$ cat src/rtl/alu_regfile.sv
// Four-entry register file with write-through bypass, plus an independent
// combinational ALU with a signed-overflow flag.
module alu_regfile #(
    parameter int WIDTH = 16
) (
    input  logic             Clk,
    input  logic             Reset_N,
    input  logic             reg_write,
    input  logic [1:0]       read_addr1,
    input  logic [1:0]       read_addr2,
    input  logic [1:0]       write_addr,
    input  logic [WIDTH-1:0] write_data,
    output logic [WIDTH-1:0] read_data1,
    output logic [WIDTH-1:0] read_data2,
    input  logic [WIDTH-1:0] alu_a,
    input  logic [WIDTH-1:0] alu_b,
    input  logic [2:0]       alu_op,
    output logic [WIDTH-1:0] alu_result,
    output logic             overflow
);

    localparam int MSB = WIDTH - 1;

    logic [WIDTH-1:0] regs_q [4];
    logic [WIDTH-1:0] regs_d [4];

    always_comb begin
        regs_d = regs_q;
        if (reg_write) begin
            regs_d[write_addr] = write_data;
        end
    end

    // Reset_N is active-high despite its name; it wins over a write.
    always_ff @(posedge Clk) begin
        if (Reset_N) begin
            for (int i = 0; i < 4; i++) begin
                regs_q[i] <= '0;
            end
        end else begin
            regs_q <= regs_d;
        end
    end

    always_comb begin
        read_data1 = regs_q[read_addr1];
        if (Reset_N) begin
            read_data1 = '0;
        end else if (reg_write && (read_addr1 == write_addr)) begin
            read_data1 = write_data;
        end
    end

    always_comb begin
        read_data2 = regs_q[read_addr2];
        if (Reset_N) begin
            read_data2 = '0;
        end else if (reg_write && (read_addr2 == write_addr)) begin
            read_data2 = write_data;
        end
    end

    logic [WIDTH-1:0] sum;
    logic [WIDTH-1:0] diff;

    assign sum  = alu_a + alu_b;
    assign diff = alu_a - alu_b;

    always_comb begin
        alu_result = '0;
        overflow   = 1'b0;
        unique case (alu_op)
            3'd0: begin
                alu_result = sum;
                overflow   = (alu_a[MSB] == alu_b[MSB]) &&
                             (sum[MSB] != alu_a[MSB]);
            end
            3'd1: begin
                alu_result = diff;
                overflow   = (alu_a[MSB] != alu_b[MSB]) &&
                             (diff[MSB] != alu_a[MSB]);
            end
            3'd2: alu_result = alu_a & alu_b;
            3'd3: alu_result = alu_a | alu_b;
            3'd4: alu_result = ~alu_a;
            3'd5: alu_result = ~alu_a + 1'b1;
            3'd6: alu_result = {alu_a[MSB-1:0], 1'b0};
            3'd7: alu_result = {alu_a[MSB], alu_a[MSB:1]};
            default: alu_result = '0;
        endcase
    end

endmodule

$ cat config.mk
export PLATFORM = sky130hd
export DESIGN_NAME = alu_regfile
export DESIGN_NICKNAME = d
export VERILOG_FILES = /design/src/rtl/alu_regfile.sv
export SDC_FILE = /design/constraint.sdc
export NUM_CORES = 1
export LEC_CHECK = 0
export CORE_MARGIN = 10
export CORE_UTILIZATION = 45
export CTS_CLUSTER_DIAMETER = 30
export CTS_CLUSTER_SIZE = 16
export DETAILED_ROUTE_END_ITERATION = 10
export PLACE_DENSITY = 0.69
export SYNTH_ARGS = -nofsm -noshare
export SYNTH_HDL_FRONTEND = slang
export SYNTH_SLANG_ARGS = --single-unit
$ cat constraint.sdc
create_clock -name Clk -period 3.7 [get_ports Clk]
set_clock_uncertainty 0.05 [all_clocks]
set_input_delay 0.74 -clock Clk [delete_from_list [all_inputs] [get_ports Clk]]
set_output_delay 0.74 -clock Clk [all_outputs]
set_load 0.005 [all_outputs]
Word-level counts from Yosys, hierarchy flattened --
Cells that the tools add are included.
Storage, ports and cells: flip-flop bits (word level) 64, input port bits 60, output and inout port bits 49, word-level logic and storage cells 51
Cells by class: add/subtract/negate cells 3, $lt $le $gt $ge 4, eq/ne operators 13, muxes and demuxes 15, bitwise gates (word level) 6, reductions and logical operators 6
Operators with widths (count):
- two-way mux 16 bit | 9
- one-hot mux 16 bit (8 select lines) | 1
- binary-select mux 16 bit (select 2 bit) | 2
- bitwise mux 64 bit | 1
- demux 16 bit (select 2 bit) | 1
- adder 16 x 1 -> 16 bit, second input constant | 1
- adder 16 bit | 1
- AND 16 bit | 1
- inverter 16 bit | 1
- bitwise OR 16 bit | 1
- subtractor 16 bit | 1
- equality test 3 bit, second input constant | 4
- >= comparator 3 bit, second input constant | 3
- inverter 2 -> 3 bit | 3
- equality test 3 x 2 -> 1 bit, second input constant | 2
- logical AND 1 bit | 5
- equality test 2 bit | 2
- equality test 3 x 1 -> 1 bit, second input constant | 1
- logical NOT 3 bit | 1
- less-than comparator 3 x 1 -> 1 bit, second input constant | 1
- != test 1 bit | 3
- one-hot mux 1 bit (2 select lines) | 1
- equality test 1 bit | 1

Longest topological paths before layout --
Gate-level depths: netlist of run 1.
word-level depth 6, mapped depth 11, mapped depth without buffers 10

Least setup slack after synthesis of run 1 --
Ideal clock, no wire load.
path kind input port to output port, start point input port alu_a[2], end point output port alu_result[12], arrival 2674 ps, slack 236 ps, cell stages on the path 11, cells stage by stage buf_2 inv_1 ha_1 buf_2 inv_2 a21oi_1 o31ai_2 a31oi_1 o311a_1 a2111oi_1 o21ai_1
Between the ends: cells in the longest elaborated chain, start to end 3
Ends and longest elaborated chain:
- start: declaration | RTL line 15 | input logic [WIDTH-1:0] alu_a,
- inverter 16 bit | RTL line 86 | 3'd5: alu_result = ~alu_a + 1'b1;
- adder 16 x 1 -> 16 bit | RTL line 86
- one-hot mux 16 bit (8 select lines) * | RTL line 72 | unique case (alu_op)
- end: declaration | RTL line 18 | output logic [WIDTH-1:0] alu_result,
Every way passes the cells marked *; elsewhere a longest branch is shown, timed or not.

Worst setup path after layout of run 1 --
start point input port alu_b[4], end point output port alu_result[8]
Between the ends: cells in the longest elaborated chain, start to end 2
Ends and longest elaborated chain:
- start: declaration | RTL line 16 | input logic [WIDTH-1:0] alu_b,
- subtractor 16 bit or adder 16 bit (tied branches) | RTL line 67, 66
- one-hot mux 16 bit (8 select lines) * | RTL line 72
Marks and branches as above.

==> results.sh, run 1 <==
export IMPL_cts_sinks=64
export IMPL_stdcell_count=1347
export IMPL_ys_warnings_count=0
export IMPL_cts_tree="done"
export IMPL_reg2reg_to="regs_q[0]"
export IMPL_synthDistinctLibCells=72
export IMPL_diodes=0
export IMPL_cts_made_buffers=9
export IMPL_drt_pass1_iterations=5
export IMPL_end_kind="output port"
export IMPL_io_pins=109
export IMPL_drtIter0Drc=773
export IMPL_syn_num_nets=1005
export IMPL_vias_per_cell=5.895
export IMPL_drtAntennaViolNets=0
export IMPL_clock_path_buffers=2
export IMPL_hp_start="regs_q[23]"
export IMPL_ys_seq_area_share_pct=19.73
export IMPL_min_path_type="reg -> reg"
export IMPL_place_inst=1300
export IMPL_finalWirelength_um=25890
export IMPL_insertion_delay_ns=0.33
export IMPL_remaining_drc_errors=0
export IMPL_holdPathStages=2
export IMPL_post_route_min_period_ns=3.725
export IMPL_dp_hpwl_um=18340
export IMPL_die_area_mm2=0.01963
export IMPL_clkTransAtPathRegs_ns=0.05
export IMPL_r2r_setup_slack_ns=2.98
export IMPL_reg2regPathDepth=2
export IMPL_hold_worst_slack_ns=0.4145
export IMPL_grt_use_total_pct=24.44
export IMPL_vdd_drop_max_uv=265.1
export IMPL_grt_pass1_wl_um=40030
export IMPL_largest_register="regs_q"
export IMPL_die_x_um=140.1
export IMPL_htreeDepth=3
export IMPL_cts_root_buf="clkbuf_16"
export IMPL_start_util_pct=46.41
export IMPL_regToRegStartpoint="regs_q[0]"
export IMPL_ff_latch_area_mm2=0.001281
export IMPL_outcome="finished, violations left"
export IMPL_grt_max_degree=33
export IMPL_multi_input_area_mm2=0.005348
export IMPL_holdPathEnd="regs_q[23]"
export IMPL_synthToLayoutAreaGrowth_pct=56.39
export IMPL_cp_arrival_ns=2.93
export IMPL_fin_tns_setup_ns=-0.02901
export IMPL_synth_flop_cell="dfxtp_1"
export IMPL_rsz0062_at_grt="yes"
export IMPL_worstMarginPinSlew_ns=0.8404
export IMPL_finalSetupViolCount=2
export IMPL_grt_pass1_vias=7654
export IMPL_synth_edf_count=0
export IMPL_syn_inst=895
export IMPL_wire_per_inst_um=19.22
export IMPL_num_vias=7941
export IMPL_fp_row_count=43
export IMPL_layout_setup_ws_ns=-0.02498
export IMPL_final_max_slew_violation_count=0
export IMPL_power_density_mw_per_mm2=276.7
export IMPL_overflow=0
export IMPL_die_height_um=140.1
export IMPL_max_slew_margin_rel_pct=43.82
export IMPL_largest_register_ff_count=64
export IMPL_p_leak_nw=4.142
export IMPL_maxCapViolCount=0
export IMPL_netlist_area_mm2=0.006492
export IMPL_avgSynthCellArea_um2=7.254
export IMPL_cp_max_fo=3
export IMPL_reg_top3="regs_q: 64 flops"
export IMPL_portBuffers=108
export IMPL_hold_viol_final=0
export IMPL_crit_required_ns=2.91
export IMPL_core_area_mm2=0.01399
export IMPL_async_flop_share_pct=0
export IMPL_synth_seq_cells=64
export IMPL_violations="negative setup slack"
export IMPL_antenna_found_initial=0
export IMPL_period_share_pct=100.7
export IMPL_fin_nets=1273
export IMPL_timing_fmax_mhz=268.5
export IMPL_nFillCells=1070
export IMPL_critical_path_class="in -> out"
export IMPL_place_congestion=0.9389
export IMPL_worstSetupStartpointType="input port"
export IMPL_drive_above_1_share_pct=35.73
worst max-delay path by stage:
stage          cells past startpoint             end      from  slack (ns)
2_1_floorplan                     11  alu_result[12]  alu_a[2]        0.24
3_3_place_gp                      13  alu_result[14]  alu_b[0]       -0.86
3_5_place_dp                      13  alu_result[14]  alu_b[0]       -0.90
4_1_cts                           13  alu_result[10]  alu_a[4]       0.006
5_1_grt                           13        overflow  alu_a[9]        -0.1
6_report                          14   alu_result[8]  alu_b[4]       -0.02
cells in the final DEF (no fill, tap or decap), drive strengths merged, types with 13 or more instances in the layout:
master,synthesis,layout
o21ai,25,25
clkbuf,51,13
nor2,46,46
inv,58,58
dlygate4sd2,0,20
nand2,219,219
mux4,33,33
dfxtp,64,64
xnor2,22,22
nand3,16,16
ha,48,48
a21oi,147,147
a221oi,13,13
clkdlybuf4s50,0,61
buf,18,233
cell type report:
| cell class | instances | share of cell area (%) |
|---|---|---|
| Clock buffer | 10 | 2.354 |
| Clock inverter | 5 | 0.8010 |
| Inverter | 58 | 2.243 |
| Multi-Input combinational cell | 704 | 52.67 |
| Sequential cell | 64 | 12.62 |
| Tap cell | 180 | 2.218 |
| Timing Repair Buffer | 326 | 27.10 |
synth_stat cells (5+ instances only):
cell type / instances / area [um^2]
a31oi_1: 6 / 37.54
mux4_2: 33 / 743.2
dfxtp_1: 64 / 1281
o211ai_1: 7 / 52.55
mux2i_1: 8 / 80.08
buf_2: 14 / 70.07
o22ai_1: 11 / 68.82
nor3_1: 11 / 55.05
a21oi_1: 145 / 725.7
o21ai_0: 23 / 115.1
a21o_1: 8 / 60.06
nand2_1: 219 / 822.0
and3_1: 6 / 37.54
xnor2_1: 22 / 192.7
inv_1: 55 / 206.5
ha_1: 48 / 600.6
nor2_1: 45 / 168.9
nand3_1: 16 / 80.08
clkbuf_1: 51 / 191.4
o31ai_1: 5 / 37.54
a221oi_1: 10 / 87.58
per-stage QoR:
step	setup slack [ns]	total power [W]	area, um^2	utilization, %
5_1_grt	-0.09641	0.002925	10150	72.59
6_report	-0.02498	0.002809	10150	72.59
3_5_place_dp	-0.8971	0.001728	9004	64.36
2_1_floorplan	0.2359	0.001215	6492	-
4_1_cts	0.005687	0.002745	9947	71.11
3_3_place_gp	-0.8564	0.001721	9004	64.36
report_power, final:
part	internal, W	leakage, nW	total, W	switching, W
Clock	0.000603	0.155	0.000907	0.000303
Combinational	0.000581	3.47	0.00117	0.000592
Sequential	0.000713	0.520	0.000730	0.0000166
layer usage:
layer,GRT usage [%],share of wire (%),vias up
met5,0,0,-
met4,8.043,2.2,0
met3,4.260,7.8,57
met2,40.78,49,419
met1,31.11,41,3781
li1,-,-,3684
worst max-delay path, cell delays in order:
cell and delay [ns]:
clkdlybuf4s15_2 0.21, inv_2 0.06, ha_4 0.28, buf_6 0.11, inv_4 0.04, a21oi_4 0.17
buf_4 0.13, o31ai_2 0.05, buf_4 0.16, buf_4 0.14, a21bo_4 0.23, a221oi_4 0.25
a2bb2oi_2 0.21, buf_2 0.15
cells by family (layout without fill, tap and decap cells):
family | Yosys count | count (layout) | share of synthesized area, %
AOI/OAI and AO/OA | 265 | 265 | 25.63
xor gates and xnor gates | 24 | 24 | 3.238
adders and majority gates | 50 | 50 | 9.867
buffers and inverters | 127 | 399 | 7.728
DFF | 64 | 64 | 19.73
muxes | 41 | 41 | 12.68
and+or+nand+nor | 324 | 324 | 21.12
what timing repair did:
action	CTS	global route
endpoints found under the setup margin	16	12
buffers inserted	25	7
hold buffers	0	0
pin swaps	36	21
resized for setup	217	44
Power figures use the tool's default switching activity.
==> run 2, diff against run 1 <==
- ABC_AREA: not set -> 0
- CORE_UTILIZATION: 45 -> 30
- PLACE_DENSITY: 0.69 -> not set
==> results.sh, run 2 (same netlist as run 1, synthesis figures left out) <==
export IMPL_cts_sinks=64
export IMPL_worstSetupStartpointType="input port"
export IMPL_max_slew_margin_rel_pct=47.62
export IMPL_antenna_found_initial=0
export IMPL_crit_required_ns=2.91
export IMPL_place_congestion=0.9204
export IMPL_grt_max_degree=46
export IMPL_maxCapViolCount=0
export IMPL_insertion_delay_ns=0.33
export IMPL_final_common_cell="nand2_1"
export IMPL_top_usage_layer="met2"
export IMPL_cp_max_fo=5
export IMPL_fin_area_mm2=0.01033
export IMPL_clock_path_buffers=2
export IMPL_cts_tree="done"
export IMPL_use_met2_pct=30.31
export IMPL_slowest_delay_ns=0.37
export IMPL_finalWirelength_um=26300
export IMPL_cpMostUsedCell="inv_2"
export IMPL_grt_pass1_wl_um=41280
export IMPL_largest_register_ff_count=64
export IMPL_io_pins=109
export IMPL_layout_setup_ws_ns=0.03699
export IMPL_core_area_mm2=0.02115
export IMPL_post_route_min_period_ns=3.663
export IMPL_power_density_mw_per_mm2=264.9
export IMPL_power_share_switching_pct=33.83
export IMPL_vdd_drop_max_uv=209.6
export IMPL_outcome="completed"
export IMPL_die_x_um=167.1
export IMPL_period_share_pct=99.00
export IMPL_hold_viol_final=0
export IMPL_remaining_drc_errors=0
export IMPL_path_cells="clkbuf_2 -> inv_2 -> buf_4 -> fa_2 -> inv_2 -> a21oi_4 -> o41ai_4 -> a31oi_4 -> o311ai_2 -> o211a_1 -> o21ai_1 -> buf_2"
export IMPL_p_leak_nw=4.157
export IMPL_reg_top3="regs_q: 64 flops"
export IMPL_grt_pass1_vias=7691
export IMPL_start_util_pct=30.69
export IMPL_final_max_slew_violation_count=0
export IMPL_pwr_share_comb_pct=42.6
export IMPL_cp_arrival_ns=2.87
export IMPL_p_clk_share_pct=30.7
export IMPL_timing_fmax_mhz=273.0
export IMPL_drive_above_1_share_pct=36.32
export IMPL_worstMarginPinSlew_ns=0.7857
export IMPL_drtIter0Drc=531
export IMPL_drtAntennaViolNets=0
export IMPL_grtUsageMet1_pct=22.19
export IMPL_net_switching_power_w=0.0009253
export IMPL_grtUsageMet3_pct=2.809
export IMPL_cts_root_buf="clkbuf_16"
export IMPL_largest_register="regs_q"
export IMPL_layout_common_cells="nand2_1 (219), buf_4 (203), a21oi_1 (132)"
export IMPL_pre_cts_ws_ns=-0.9656
export IMPL_fin_nets=1275
export IMPL_diodes=0
export IMPL_postPlaceCellArea_mm2=0.009125
export IMPL_finalSetupViolCount=0
export IMPL_min_path_type="reg -> reg"
export IMPL_die_area_mm2=0.02793
export IMPL_worst_path_max_delay_cell="fa_2"
export IMPL_wire_per_inst_um=18.20
export IMPL_fp_row_count=53
export IMPL_clkTransAtPathRegs_ns=0.05
export IMPL_end_kind="output port"
export IMPL_grt_use_total_pct=17.69
export IMPL_dp_hpwl_um=19000
export IMPL_drt_pass1_iterations=5
export IMPL_critical_path_class="in -> out"
export IMPL_portBuffers=108
export IMPL_overflow=0
export IMPL_htreeDepth=3
export IMPL_vias_per_cell=5.309
export IMPL_p_int_w=0.001810
export IMPL_num_vias=7671
export IMPL_die_height_um=167.1
export IMPL_synthToLayoutAreaGrowth_pct=59.05
export IMPL_cts_made_buffers=9
export IMPL_sequentialPowerShare_pct=26.6
[run 2: worst paths after layout]
kind | startpoint | to | slack [ns] | depth (start not counted)
worst max-delay path | alu_b[1] | alu_result[12] | 0.04 | 12
worst min-delay path | regs_q[18] | regs_q[18] | 0.41 | 2
worst max register to register | regs_q[57] | regs_q[57] | 2.98 | 2
worst min register to register | regs_q[18] | regs_q[18] | 0.41 | 2
[run 2: layer usage]
layer	routed length, um	vias up
li1	-	3701
met1	11490	3676
met2	12890	247
met3	1355	47
met4	556	0
met5	0	-
[run 2: final cells by class]
type                    count  area [um^2]
fillers                  2052        10830
multi-input cells         704         5434
repair buffers            328         2746
flip-flops and latches     64         1281
well taps                 275        344.1
clock buffers               9        225.2
inverters                  58        222.7
clock inverters             7        72.57
[run 2: power by group through the flow]
stage	clock (W)	combinational (W)	sequential [W]
finish	0.000840	0.00117	0.000729
floorplan	0	0.000478	0.000738
global placement	0	0.000982	0.000741
global route	0.000883	0.00125	0.000731
detailed placement	0	0.000983	0.000743
CTS	0.000845	0.00109	0.000728
[run 2: through the flow]
step	cells	power [W]	setup TNS [ns]	utilization (%)	hold slack [ns]
after floorplan	895	0.001215	0	-	0.3929
after global placement	1397	0.001723	-10.45	43.14	0.3995
after detailed placement	1397	0.001726	-10.73	43.14	0.4065
after CTS	1427	0.002663	-0.06976	47.35	0.4135
after global routing	1445	0.002864	-0.08204	48.81	0.4338
final	1445	0.002736	0	48.81	0.4120
[run 2: repair_timing]
action	in CTS	in global routing
gates cloned	0	0
endpoints found under the setup margin	16	15
hold buffers	0	0
buffers inserted	16	20
pin swaps	42	45
resized for setup	203	81
[run 2: critical path: cells and delay by family]
family	cells	cell delay, ns
compound gates	6	1.23
fa+ha+maj	1	0.37
buf+inv	5	0.52
==> edit 1 (config.mk and constraints of run 1) <==
Reset style: asynchronous (`Reset_N`), changed in one clocked block.
--- a/src/rtl/alu_regfile.sv
+++ b/src/rtl/alu_regfile.sv
@@ -33,5 +33,5 @@
 
     // Reset_N is active-high despite its name; it wins over a write.
-    always_ff @(posedge Clk) begin
+    always_ff @(posedge Clk or posedge Reset_N) begin
         if (Reset_N) begin
             for (int i = 0; i < 4; i++) begin
Function: same outputs for any inputs over 4 cycles, from zero or initial values and one cycle with Reset_N high; that may be too few to reach the edited logic, so the function may still have changed.
==> edit 1 against run 1 <==
The flow still finishes with violations (setup timing); sequential cell count unchanged; wire length increased by 5.1%; area after synthesis increased by 3.9%; register-to-register slack got worse by 0.14 ns; final area increased by 6.1%; worst setup slack got worse by 0.017 ns; power increased by 19%; critical endpoint is now alu_result[9]; largest cell class unchanged; largest power group unchanged.
==> edit 1: results (changes against run 1) <==
- Setup total negative slack: -0.05317 ns (-0.02416 ns)
- The number of distinct standard cells referenced by the synthesized netlist was 70 (-2.8%).
- Synthesized Nets: 868 (-14%)
* Count of placed standard cells including taps: 1190 (-8.5%)
- Initial antenna violation count: 0 (unchanged)
- Seq/Total Area, Yosys: 23.73% (+4.0 points)
- The worst-case setup slack after placement came to -0.9534 ns (-0.05629 ns).
* Maximum number of pins on one net before global-route repair: 41 (+24%)
- Critical R2R Launch: regs_q[11]$_DFFE_PP0P_
- The detailed-placement wirelength estimate came to 19.39 mm (+5.7%).
- The area of all placed cells without fillers came to 10770 um^2 (+6.1%).
* DRT iter0 DRCs: 541 (-30%)
- The count of TritonRoute iterations in the first routing pass came to 6 (+1).
- Final setup violation count: 2 (unchanged)
- The post-synthesis cell count was 758 (-15%).
* GRT Overall Usage: 25.43% (+0.99 points)
- The total number of H-tree levels was 3 (unchanged).
* Launching element of the worst setup path: alu_a[3]
- The number of global-route vias before repair is 8049 (+5.2%).
- Total inserted antenna cells: 0 (unchanged)
- Final worst slack: -0.04171 ns (-0.01673 ns)
- Crit Path Max Fanout: 2 (-1)
- The total cell area at the placement stage came to 9333 um^2 (+3.7%).
- The final reports fail on setup timing.
- Detailed-route wire length: 27.22 mm (+5.1%)
* Area contributors post-synth: dfrtp_1 (24%), mux4_2 (12%), mux2_2 (11%)
- Global placement routability congestion: 1.010 (+7.5%)
* Total clock buffers created by CTS: 9 (unchanged)
- The commonest cells after synthesis are nand2_1 (96), a21oi_1 (72), mux2_2 (66), dfrtp_1 (64), inv_1 (53).
- Standby leakage power: 4.738 nW (+14%)
- The flow ran to the end, but the final reports show violations.
- The vias after detailed routing is 7659 (-3.6%).
- The worst IR drop on VDD was 0.0003089 V (+17%).
* Worst Tran Pin Value: 0.5496 ns (-0.2908 ns)
- Clock root buffer master: clkbuf_16
- The per-cell via count in the routed design is 6.083 (+3.2%).
- The fraction of final layout cells with drive strength greater than 1 was 50.79% (+15 points).
- Worst Min Path Start: regs_q[3]$_DFFE_PP0P_
- Global-route wire length before repair: 42.10 mm (+5.2%)
* Async set-or-reset flop fraction in the synthesized netlist: 100.0% (+100 points)
-- edit 1: cell types whose count changed in the layout (fill, tap and decap cells not counted), moves of 6 or more --
cell | run 1 | this run
dlygate4sd2_1 | 20 | 3
dfxtp_1 | 64 | 0
nor3_4 | 0 | 6
dfrtp_1 | 0 | 64
a21oi_1 | 135 | 57
mux2_2 | 0 | 66
nor2_1 | 39 | 27
nand2_1 | 217 | 94
clkbuf_2 | 3 | 16
buf_6 | 12 | 27
buf_4 | 201 | 225
-- edit 1: report_power, final --
| group | internal [mW] | switching (mW) |
|---|---|---|
| registers | 0.835 | 0.102 |
| clock network | 0.521 | 0.321 |
| logic | 0.859 | 0.707 |
-- edit 1: area by class of cell --
cell class              count  area (um^2)
clock buffers               9        225.2
clock inverters             7        70.07
fillers                  1016         3821
inverters                  55        211.5
multi-input cells         583         5505
flip-flops and latches     64         1602
well taps                 184        230.2
repair buffers            357         2924
-- edit 1: timing repair --
item | in CTS | in global routing
buffers inserted | 36 | 18
pin swaps | 54 | 62
endpoints found under the setup margin | 16 | 25
resized for setup | 244 | 116
-- edit 1: logic make-up (layout without fill, tap and decap cells) --
family	after synthesis	after routing	share of synthesized area, %
and+or+nand+nor	202	202	14.07
AOI/OAI and AO/OA	199	199	19.19
buffers and inverters	111	428	6.620
muxes	110	110	24.03
DFF	64	64	23.73
adders and majority gates	50	50	9.494
xor gates and xnor gates	22	22	2.856
-- edit 1: path summary, 6_finish.rpt --
| path | cells after the start | endpoint | slack (ns) |
|---|---|---|---|
| hold / removal | 1 | regs_q[3]$_DFFE_PP0P_ | 0.48 |
| max in group asynchronous | 4 | regs_q[54]$_DFFE_PP0P_ | 1.97 |
| setup / recovery | 11 | alu_result[9] | -0.04 |
| min in group asynchronous | 3 | regs_q[20]$_DFFE_PP0P_ | 1.02 |
| hold reg to reg | 1 | regs_q[3]$_DFFE_PP0P_ | 0.48 |
| setup reg to reg | 1 | regs_q[11]$_DFFE_PP0P_ | 2.84 |
-- edit 1: routing by layer --
metal	wire [um]	track usage, %	vias to the layer above
met5	0	0	-
met4	891	10.01	0
met3	1996	3.838	65
met2	13760	44.27	368
met1	10570	30.69	3812
li1	-	-	3414
-- edit 1: critical path: stages --
cell	delay, ns
buf_8	0.10
buf_6	0.10
or4_4	0.57
buf_6	0.15
nor4_4	0.16
buf_4	0.16
nand3_2	0.06
xnor2_1	0.14
a221o_1	0.32
a211o_1	0.31
buf_2	0.14
==> edit 2 (flow settings as in run 1) <==
Without the edit above. Change the parameter `WIDTH` from 16 to 14.
--- a/src/rtl/alu_regfile.sv
+++ b/src/rtl/alu_regfile.sv
@@ -2,5 +2,5 @@
 // combinational ALU with a signed-overflow flag.
 module alu_regfile #(
-    parameter int WIDTH = 16
+    parameter int WIDTH = 14
 ) (
     input  logic             Clk,
Ports: changed (6 resized); port bits go from 109 to 97. No check against the original RTL was run, so the function may have changed too.
==> edit 2 against run 1 <==
The run still ends with setup timing left; final cell count down 15%; register-to-register slack lost 0.05 ns; die area down 9.5%; power is 27% lower; final area decreased by 16%; global-route usage down 1.6 points; area after synthesis fell by 11%; sequential cell count is 8 lower; wire length down 17%; worst setup slack worse by 0.055 ns; largest cell class unchanged; highest routed layer unchanged.
==> edit 2: results (changes against run 1) <==
- WP data arrival: 2.99 ns (+0.06 ns)
* Final worst slack: -0.08016 ns (-0.05518 ns)
- Final setup violation count: 1 (-1)
- Logic inverters: 52 (-10%)
* CTS H-tree depth: 2 (-1)
- Total power: 2.061 mW (-27%)
- Global-route wire length before repair: 33.58 mm (-16%)
- The power consumed by combinational cells was 0.950 mW (-19%).
* Setup slack, reg-to-reg: 2.93 ns (-0.05 ns)
- The final setup TNS came to -0.08016 ns (-0.05115 ns).
- The reported leakage power was 3.406 nW (-18%).
- The global routing met1 resource utilization is 27.09% (-4.0 points).
* Final hold slack: 0.4217 ns (+0.007201 ns)
* PostCTS Resize Cnt: 180 (-17%)
* Drt via density: 5.831 (-1.1%)
- The mux contribution to synthesized area is 15.41% (+2.7 points).
- The largest individual stage delay along the critical path comes from the cell or3_1.
- The number of non-clock buffers in the layout was 258 (-21%).
- Ranked by total cell area, the synthesized netlist is headed by dfxtp_1 (19%), mux4_2 (14%), nand2_1 (12%).
- The register area share after synthesis is 19.42% (-0.31 points).
- The checks that failed: setup timing.
- Launching element of the worst setup path: alu_b[6]
* Compound-Gate Fraction of Synth Area: 21.22% (-4.4 points)
- The arithmetic-cell share of the synthesized area counting full adders, half adders and majority gates came to 9.796% (-0.071 points).
* Biggest regs: regs_q: 56 flops
- Filler-free cell count of the finished design: 1145 (-15%)
- The worst hold path terminates at regs_q[6]$_SDFFE_PP0P_.
* Seq cells: 56 (-13%)
- Outcome: finished, violations left
- The startpoint identified for the worst hold timing path is regs_q[6]$_SDFFE_PP0P_.
* Maximum vdd ir drop: 0.0003205 V (+21%)
* Post-synthesis cell type count: 65 (-9.7%)
- The total routed wirelength was 21.48 mm (-17%).
- The count of clock buffers in the final design came to 5 (-5).
- Ranked by instance count, the synthesized netlist is headed by nand2_1 (189), a21oi_1 (106), dfxtp_1 (56), inv_1 (52), clkbuf_1 (45).
- The number of global-route vias before repair was 6614 (-14%).
- The later-pin clock latency in the skew report is 0.29 ns (-0.04 ns).
* Total clock buffers created by CTS: 5 (-4)
- The multi-input logic cell count came to 599 (-15%).
- The detailed-placement wirelength estimate came to 15.62 mm (-15%).
- Synthesized area per cell: 7.537 um^2 (+3.9%)
* Proportion of final cell area spent on non-clock buffers: 25.51% (-1.6 points)
- GRT Overall Usage: 22.80% (-1.6 points)
* Wire length the detailed router placed on met1: 8.533 mm (-20%)
- DRT iter0 DRCs: 629 (-19%)
- The worst-case setup slack after placement came to -1.157 ns (-0.2596 ns).
- The largest stage delay on the critical path is 0.38 ns (+0.10 ns).
- Worst Tran Pin Value: 0.8049 ns (-0.03544 ns)
- The met3 capacity usage during global routing is 2.895% (-1.4 points).
==> edit 2: cell count changes in the layout (fill, tap and decap cells not counted), sizes merged, moves of 8 or more <==
cell and delta:
buf -55, a21oi -41, nand2 -30, dlygate4sd2 -12, nor2 -11, nand3 -9
dfxtp -8
==> edit 2: worst max-delay path by stage <==
stage                           to  slack [ns]  depth (start not counted)
floorplan           alu_result[13]        0.17                          7
global placement    alu_result[12]       -1.06                         12
detailed placement  alu_result[10]       -1.16                         12
CTS                 alu_result[13]       -0.27                          9
global route        alu_result[13]       -0.14                          9
finish              alu_result[13]       -0.08                         13
==> edit 2: kinds of logic after synthesis <==
| family | Yosys count |
|---|---|
| muxes | 43 |
| and+or+nand+nor | 285 |
| adders and majority gates | 44 |
| xor gates and xnor gates | 26 |
| buffers and inverters | 111 |
| AOI/OAI and AO/OA | 201 |
| DFF | 56 |
